[src/rtl/cernbe_axi4lite_master_pkg.sv]
// Shared definitions for the CERN-BE to AXI4-Lite bridge.
//   state_t          : bridge FSM states
//   AXI_RESP_*       : AXI4-Lite xRESP encodings
//   AXI_PROT_DEFAULT : AxPROT driven on every request (unprivileged, secure, data)
//   AXI_WSTRB_ALL    : full-word write strobe
package cernbe_axi4lite_master_pkg;

  typedef enum logic [2:0] {
    ST_IDLE,
    ST_WR_REQ,
    ST_WR_RESP,
    ST_RD_REQ,
    ST_RD_RESP
  } state_t;

  localparam logic [1:0] AXI_RESP_OKAY   = 2'b00;
  localparam logic [1:0] AXI_RESP_EXOKAY = 2'b01;
  localparam logic [1:0] AXI_RESP_SLVERR = 2'b10;
  localparam logic [1:0] AXI_RESP_DECERR = 2'b11;

  localparam logic [2:0] AXI_PROT_DEFAULT = '0;
  localparam logic [3:0] AXI_WSTRB_ALL    = '1;

endpackage

[src/rtl/cernbe_axi4lite_master_if.sv]
// AXI4-Lite channel bundle (AW, W, B, AR, R) with a 32-bit data path.
//   master modport : initiator side (drives valids, addresses, data, bready/rready)
//   slave  modport : target side (drives readies, responses, read data)
interface cernbe_axi4lite_master_if #(
  parameter int unsigned ADDR_WIDTH = 32
);

  logic                  awvalid;
  logic                  awready;
  logic [ADDR_WIDTH-1:0] awaddr;
  logic [2:0]            awprot;

  logic                  wvalid;
  logic                  wready;
  logic [31:0]           wdata;
  logic [3:0]            wstrb;

  logic                  bvalid;
  logic                  bready;
  logic [1:0]            bresp;

  logic                  arvalid;
  logic                  arready;
  logic [ADDR_WIDTH-1:0] araddr;
  logic [2:0]            arprot;

  logic                  rvalid;
  logic                  rready;
  logic [31:0]           rdata;
  logic [1:0]            rresp;

  modport master (
    output awvalid, awaddr, awprot,
    output wvalid, wdata, wstrb,
    output bready,
    output arvalid, araddr, arprot,
    output rready,
    input  awready, wready, bvalid, bresp,
    input  arready, rvalid, rdata, rresp
  );

  modport slave (
    input  awvalid, awaddr, awprot,
    input  wvalid, wdata, wstrb,
    input  bready,
    input  arvalid, araddr, arprot,
    input  rready,
    output awready, wready, bvalid, bresp,
    output arready, rvalid, rdata, rresp
  );

endinterface

[src/rtl/cernbe_axi4lite_master.sv]
// CERN-BE submap responder bridging onto an AXI4-Lite initiator port.
// Each VMEWrMem_i / VMERdMem_i strobe becomes one AXI4-Lite write / read;
// completion is a one-cycle VMEWrDone_o / VMERdDone_o pulse with the error
// flag taken from xRESP[1]. One AXI transaction is outstanding at a time,
// writes win over reads when both are waiting.
//   aclk, areset_n     : clock, asynchronous active-low reset
//   VMEAddr_i          : word address (AXI byte address = {VMEAddr_i, 2'b00})
//   VMEWrData_i        : write data, captured with VMEWrMem_i
//   VMERdMem_i/WrMem_i : single-cycle read / write strobes
//   VMERdData_o        : last read data, held until the next read completes
//   VMERd/WrDone_o     : completion pulses
//   VMERd/WrError_o    : error flags, only ever high together with their Done
//   axi                : AXI4-Lite initiator (master modport); all outputs registered
module cernbe_axi4lite_master
  import cernbe_axi4lite_master_pkg::*;
#(
  parameter int unsigned ADDR_WIDTH = 32
) (
  input  logic                  aclk,
  input  logic                  areset_n,
  input  logic [ADDR_WIDTH-3:0] VMEAddr_i,
  input  logic [31:0]           VMEWrData_i,
  input  logic                  VMERdMem_i,
  input  logic                  VMEWrMem_i,
  output logic [31:0]           VMERdData_o,
  output logic                  VMERdDone_o,
  output logic                  VMEWrDone_o,
  output logic                  VMERdError_o,
  output logic                  VMEWrError_o,
  cernbe_axi4lite_master_if.master axi
);

  typedef struct packed {
    logic                  wr_pend;
    logic                  rd_pend;
    logic [ADDR_WIDTH-3:0] wr_addr;
    logic [ADDR_WIDTH-3:0] rd_addr;
    logic [31:0]           wr_data;
    logic [31:0]           rd_data;
    logic                  awvalid;
    logic                  wvalid;
    logic                  bready;
    logic                  arvalid;
    logic                  rready;
    logic                  wr_done;
    logic                  wr_err;
    logic                  rd_done;
    logic                  rd_err;
  } regs_t;

  state_t state_q, state_d;
  regs_t  r_q, r_d;
  logic   wr_acc, rd_acc;

  always_ff @(posedge aclk or negedge areset_n) begin
    if (!areset_n) begin
      state_q <= ST_IDLE;
      r_q     <= '0;
    end else begin
      state_q <= state_d;
      r_q     <= r_d;
    end
  end

  always_comb begin
    state_d   = state_q;
    r_d       = r_q;
    r_d.wr_done = 1'b0;
    r_d.wr_err  = 1'b0;
    r_d.rd_done = 1'b0;
    r_d.rd_err  = 1'b0;

    // A strobe is dropped while the same kind is already pending or on the bus.
    wr_acc = VMEWrMem_i && !r_q.wr_pend && !(state_q inside {ST_WR_REQ, ST_WR_RESP});
    rd_acc = VMERdMem_i && !r_q.rd_pend && !(state_q inside {ST_RD_REQ, ST_RD_RESP});

    if (wr_acc) begin
      r_d.wr_pend = 1'b1;
      r_d.wr_addr = VMEAddr_i;
      r_d.wr_data = VMEWrData_i;
    end
    if (rd_acc) begin
      r_d.rd_pend = 1'b1;
      r_d.rd_addr = VMEAddr_i;
    end

    case (state_q)
      // Decisions use r_d pend flags so a strobe arriving in IDLE launches
      // its request on the very next edge instead of waiting a cycle.
      ST_IDLE: begin
        if (r_d.wr_pend) begin
          state_d     = ST_WR_REQ;
          r_d.wr_pend = 1'b0;
          r_d.awvalid = 1'b1;
          r_d.wvalid  = 1'b1;
        end else if (r_d.rd_pend) begin
          state_d     = ST_RD_REQ;
          r_d.rd_pend = 1'b0;
          r_d.arvalid = 1'b1;
        end
      end
      ST_WR_REQ: begin
        if (axi.awready) r_d.awvalid = 1'b0;
        if (axi.wready)  r_d.wvalid  = 1'b0;
        if (!r_d.awvalid && !r_d.wvalid) begin
          state_d    = ST_WR_RESP;
          r_d.bready = 1'b1;
        end
      end
      ST_WR_RESP: begin
        if (axi.bvalid) begin
          state_d     = ST_IDLE;
          r_d.bready  = 1'b0;
          r_d.wr_done = 1'b1;
          r_d.wr_err  = axi.bresp[1];
        end
      end
      ST_RD_REQ: begin
        if (axi.arready) begin
          state_d     = ST_RD_RESP;
          r_d.arvalid = 1'b0;
          r_d.rready  = 1'b1;
        end
      end
      ST_RD_RESP: begin
        if (axi.rvalid) begin
          state_d     = ST_IDLE;
          r_d.rready  = 1'b0;
          r_d.rd_data = axi.rdata;
          r_d.rd_done = 1'b1;
          r_d.rd_err  = axi.rresp[1];
        end
      end
      default: state_d = ST_IDLE;
    endcase
  end

  assign axi.awvalid = r_q.awvalid;
  assign axi.awaddr  = {r_q.wr_addr, 2'b00};
  assign axi.awprot  = AXI_PROT_DEFAULT;
  assign axi.wvalid  = r_q.wvalid;
  assign axi.wdata   = r_q.wr_data;
  assign axi.wstrb   = AXI_WSTRB_ALL;
  assign axi.bready  = r_q.bready;
  assign axi.arvalid = r_q.arvalid;
  assign axi.araddr  = {r_q.rd_addr, 2'b00};
  assign axi.arprot  = AXI_PROT_DEFAULT;
  assign axi.rready  = r_q.rready;

  assign VMERdData_o  = r_q.rd_data;
  assign VMERdDone_o  = r_q.rd_done;
  assign VMEWrDone_o  = r_q.wr_done;
  assign VMERdError_o = r_q.rd_err;
  assign VMEWrError_o = r_q.wr_err;

  // Only xRESP[1] distinguishes success from failure.
  logic unused_resp_lsbs;
  assign unused_resp_lsbs = axi.bresp[0] ^ axi.rresp[0];

endmodule

[src/flat_wrapper.sv]
// flat-port wrapper written by rule: the top's interface ports become plain ports
module cernbe_axi4lite_master_flat import cernbe_axi4lite_master_pkg::*;
#(
  parameter int unsigned ADDR_WIDTH = 32
)
  (aclk, areset_n, VMEAddr_i, VMEWrData_i, VMERdMem_i, VMEWrMem_i, VMERdData_o, VMERdDone_o, VMEWrDone_o, VMERdError_o, VMEWrError_o, axi_awvalid, axi_awaddr, axi_awprot, axi_wvalid, axi_wdata, axi_wstrb, axi_bready, axi_arvalid, axi_araddr, axi_arprot, axi_rready, axi_awready, axi_wready, axi_bvalid, axi_bresp, axi_arready, axi_rvalid, axi_rdata, axi_rresp);
  cernbe_axi4lite_master_if #(.ADDR_WIDTH(ADDR_WIDTH)) axi_i ();
  input  logic aclk;
  input  logic areset_n;
  input  logic [ADDR_WIDTH-3:0] VMEAddr_i;
  input  logic [31:0] VMEWrData_i;
  input  logic VMERdMem_i;
  input  logic VMEWrMem_i;
  output logic [31:0] VMERdData_o;
  output logic VMERdDone_o;
  output logic VMEWrDone_o;
  output logic VMERdError_o;
  output logic VMEWrError_o;
  output wire logic [$bits(axi_i.awvalid)-1:0] axi_awvalid;
  output wire logic [$bits(axi_i.awaddr)-1:0] axi_awaddr;
  output wire logic [$bits(axi_i.awprot)-1:0] axi_awprot;
  output wire logic [$bits(axi_i.wvalid)-1:0] axi_wvalid;
  output wire logic [$bits(axi_i.wdata)-1:0] axi_wdata;
  output wire logic [$bits(axi_i.wstrb)-1:0] axi_wstrb;
  output wire logic [$bits(axi_i.bready)-1:0] axi_bready;
  output wire logic [$bits(axi_i.arvalid)-1:0] axi_arvalid;
  output wire logic [$bits(axi_i.araddr)-1:0] axi_araddr;
  output wire logic [$bits(axi_i.arprot)-1:0] axi_arprot;
  output wire logic [$bits(axi_i.rready)-1:0] axi_rready;
  input wire logic [$bits(axi_i.awready)-1:0] axi_awready;
  input wire logic [$bits(axi_i.wready)-1:0] axi_wready;
  input wire logic [$bits(axi_i.bvalid)-1:0] axi_bvalid;
  input wire logic [$bits(axi_i.bresp)-1:0] axi_bresp;
  input wire logic [$bits(axi_i.arready)-1:0] axi_arready;
  input wire logic [$bits(axi_i.rvalid)-1:0] axi_rvalid;
  input wire logic [$bits(axi_i.rdata)-1:0] axi_rdata;
  input wire logic [$bits(axi_i.rresp)-1:0] axi_rresp;
  assign axi_awvalid = axi_i.awvalid;
  assign axi_awaddr = axi_i.awaddr;
  assign axi_awprot = axi_i.awprot;
  assign axi_wvalid = axi_i.wvalid;
  assign axi_wdata = axi_i.wdata;
  assign axi_wstrb = axi_i.wstrb;
  assign axi_bready = axi_i.bready;
  assign axi_arvalid = axi_i.arvalid;
  assign axi_araddr = axi_i.araddr;
  assign axi_arprot = axi_i.arprot;
  assign axi_rready = axi_i.rready;
  assign axi_i.awready = axi_awready;
  assign axi_i.wready = axi_wready;
  assign axi_i.bvalid = axi_bvalid;
  assign axi_i.bresp = axi_bresp;
  assign axi_i.arready = axi_arready;
  assign axi_i.rvalid = axi_rvalid;
  assign axi_i.rdata = axi_rdata;
  assign axi_i.rresp = axi_rresp;
  cernbe_axi4lite_master #(.ADDR_WIDTH(ADDR_WIDTH)) u_core (.aclk(aclk), .areset_n(areset_n), .VMEAddr_i(VMEAddr_i), .VMEWrData_i(VMEWrData_i), .VMERdMem_i(VMERdMem_i), .VMEWrMem_i(VMEWrMem_i), .VMERdData_o(VMERdData_o), .VMERdDone_o(VMERdDone_o), .VMEWrDone_o(VMEWrDone_o), .VMERdError_o(VMERdError_o), .VMEWrError_o(VMEWrError_o), .axi(axi_i));
endmodule
[config.mk]
export PLATFORM = sky130hd
export DESIGN_NAME = cernbe_axi4lite_master_flat
export DESIGN_NICKNAME = d
export VERILOG_FILES = /design/src/rtl/cernbe_axi4lite_master_pkg.sv /design/src/rtl/cernbe_axi4lite_master_if.sv /design/src/rtl/cernbe_axi4lite_master.sv /design/src/flat_wrapper.sv
export SDC_FILE = /design/constraint.sdc
export NUM_CORES = 1
export LEC_CHECK = 0
export CAP_MARGIN = 40
export CORE_MARGIN = 8
export CORE_UTILIZATION = 47
export CTS_CLUSTER_SIZE = 24
export DETAILED_ROUTE_END_ITERATION = 10
export GPL_TIMING_DRIVEN = 0
export PLACE_DENSITY = 0.82
export SLEW_MARGIN = 20
export SYNTH_ARGS = -nofsm -noshare
export SYNTH_HDL_FRONTEND = slang
export SYNTH_SLANG_ARGS = --single-unit
export TNS_END_PERCENT = 20
[constraint.sdc]
create_clock -name aclk -period 4.36 [get_ports aclk]
set_input_delay 0.872 -clock aclk [delete_from_list [all_inputs] [get_ports aclk]]
set_output_delay 0.872 -clock aclk [all_outputs]
set_load 0.05 [all_outputs]
==> results.cfg <==
[yosys]
synth_edf_count = 0
ys_ff_latch = 138
synth_cell_types = 33
synthMuxAreaShare = 0.2224
syn_avg_cell_area_um2 = 13.51
synth_area_leader_cell = dfrtp_1
yosys.area_share.simple = 0.02453
synth_top_family_by_area = multiplexers
ys_seq_area_frac = 0.5417
async_flop_share = 1.000
yosys.area_share.xor_xnor = 0.001374
syn_area_um2 = 6375
synth_adder_area_share = 0.001570
synth_compound_area_frac = 0.02198
ys_warn_count = 0
synthDominantCellAreaShare = 0.5417
synthTopCellsByArea = dfrtp_1 54%, mux2_2 21%, buf_4 17%, mux2_1 1.4%, buf_6 1.1%
ys.flop_type = dfrtp_1
netlist_instances = 472

[final_layout]
diodes = 0
drive_gt1_frac = 0.4058
fin_nets = 848
fillers = 911
regArea_um2 = 3453
area_growth_pct = 51.17
multiInputGateArea_um2 = 1785

[worst_setup_path]
max_stage_delay_ps = 820
cp_max_fo = 2
cp-end-kind = output pin
critical_path_arrival_ps = 1690
slowest_stage = clkdlybuf4s50_1
worstSetupStartpointType = register
path_cells = buf_4, clkdlybuf4s50_1
critPathKind = reg2out
worst_ep_required_time_ps = 3490

[die]
die-area_um2 = 17550
die_w_um = 132.5
core_area_um2 = 13240
io_pins = 254
fp.dieH_um = 132.5
initial_core_util = 0.4814
rows = 42

[global_routing]
grt_max_degree = 75
grt_pass1_vias = 4689
grt_first_pass_wirelength_um = 24870
grt_usage = 0.1800
antenna_found_initial = 0
grt.overflow.total = 0

[timing]
fin_setup_tns_ps = 0
finalHoldViolations = 0
period_share = 0.5879
rsz0062_at_grt = no
relSlewSlack = 0.6239
worst_pin_slew_ps = 562.4
setup_viol = 0
skew_ps = 5.673
finalCriticalPeriod_ps = 2563
finalMaxSlewViolations = 0
max_freq_mhz = 390.2
setup_ws_ps = 1797

[placed_design]
dp_slack_ps = 1827
dpl.hpwl_um = 12260
io_buffers = 237
gp_congestion = 0.7865

[power]
peakVddDrop_mv = 0.5338
power_mw = 9.187
cellLeakagePower_nw = 4.372
powerDensity_nw_per_um2 = 953.3

[detailed_routing]
ant_nets = 0
wirelength_um = 15660
routedWlPerCell_um = 16.84
first_iter_violations = 129
viasPerCell = 4.512
dr_total_vias = 4196
firstDrtPassIters = 4
drc = 0

[clocking]
cts_buffers = 17
cts_max_path_buffers = 2
clock_latency_ps = 410
cts.sinks = 138
cts_resized = 0
cts_hold_buf = 0
root_buffer = clkbuf_16
postCtsSetupBuffers = 0
htree_levels = 4
cts_tree = built
cts.clk_slew.worst_paths_ps = 60

[worst_hold_path]
hold_class = in2async

[job]
maxCapViolCount = 0

[status]
status = complete, no violations
==> layout by cell type, fill, tap and decap left out, drive strengths merged <==
cell / n
nand2: 5
a31oi: 1
and2: 2
clkbuf: 26
o311ai: 1
and4bb: 1
nor2: 5
bufinv: 2
dfrtp: 138
nor2b: 4
clkinv: 6
a221oi: 1
mux2: 125
nand3b: 1
or2: 2
buf: 154
o21ai: 4
nand4b: 1
a21o: 3
or3b: 1
maj3: 1
a32o: 1
and3b: 1
inv: 4
nor3: 1
nand2b: 1
o22ai: 2
clkdlybuf4s50: 236
conb: 14
xnor2: 1
mux2i: 1
a21oi: 8
==> cells by family (layout without fill, tap and decap cells) <==
kind of cell	Yosys count	count (layout)
buffers and inverters	158	428
DFF	138	138
muxes	126	126
and+or+nand+nor	25	25
AOI/OAI and AO/OA	21	21
other	2	14
adders and majority gates	1	1
xor gates and xnor gates	1	1
==> area by class of cell <==
type                       instances  share of cell area
sequential                       138              0.3583
multi-input combinational        188              0.1853
buffer                           154              0.1210
tap                              176             0.02285
timing repair buffer             238              0.2495
clock buffer                      24             0.05206
clock inverter                     8            0.009348
inverter                           4            0.001558
==> critical path: cells and delay by family, from the launching register on <==
| kind | cells | cell delay, ps |
|---|---|---|
| flip-flops | 1 | 350 |
| buffers and inverters | 2 | 930 |
==> per-layer routing <==
metal	share of wire	up-vias	track usage
met1	0.40	2029	0.1967
met2	0.50	173	0.3089
met4	0.014	0	0.06183
li1	-	1977	-
met3	0.089	17	0.07494
met5	0	-	0
==> sequential cells by signal, summed over array words and instances (netlist names), 2 cells and up <==
signal and count:
u_core.axi.awaddr 30, u_core.axi.wdata 32, u_core.r_q 2, u_core.axi.araddr 30, u_core.state_q 3, u_core.VMERdData_o 32
==> synth_stat cells, drive strengths merged, types with 2 or more instances <==
library cell,count
conb,2
inv,4
and2,2
a21oi,8
o21ai,4
dfrtp,138
a21o,3
buf,152
clkbuf,2
mux2,125
o22ai,2
nand2,5
or2,2
nor2,5
nor2b,4
==> path summary, 6_finish.rpt <==
path                                                    from                                end  slack (ps)  depth (start not counted)
setup / recovery            u_core.axi.araddr[4]$_DFFE_PN0P_                      axi_araddr[4]        1800                          2
hold / removal                                      areset_n  u_core.axi.araddr[11]$_DFFE_PN0P_         410                          1
setup reg to reg               u_core.state_q[0]$_DFFE_PN0P_  u_core.axi.araddr[11]$_DFFE_PN0P_        2560                          5
hold reg to reg            u_core.axi.awaddr[31]$_DFFE_PN0P_  u_core.axi.awaddr[31]$_DFFE_PN0P_         490                          1
max in group asynchronous                           areset_n   u_core.axi.wdata[31]$_DFFE_PN0P_        3210                          2
min in group aclk          u_core.axi.awaddr[31]$_DFFE_PN0P_  u_core.axi.awaddr[31]$_DFFE_PN0P_         490                          1
==> power by group <==
part	switching (mW)	internal, mW	total, mW
clock	0.497	0.911	1.41
combinational	3.13	2.44	5.56
sequential	0.313	1.90	2.22
==> per-stage QoR <==
| stage | std cells | area (um^2) | utilization | hold slack (ps) |
|---|---|---|---|---|
| 2_1_floorplan | 484 | 6420 | - | 459.4 |
| 3_3_place_gp | 897 | 9012 | 0.6806 | 472.4 |
| 3_5_place_dp | 898 | 9045 | 0.6830 | 483.6 |
| 4_1_cts | 930 | 9637 | 0.7277 | 410.3 |
| 5_1_grt | 930 | 9637 | 0.7277 | 446.3 |
| 6_report | 930 | 9637 | 0.7277 | 407.8 |
No activity file was read; power rests on OpenSTA's default activity.
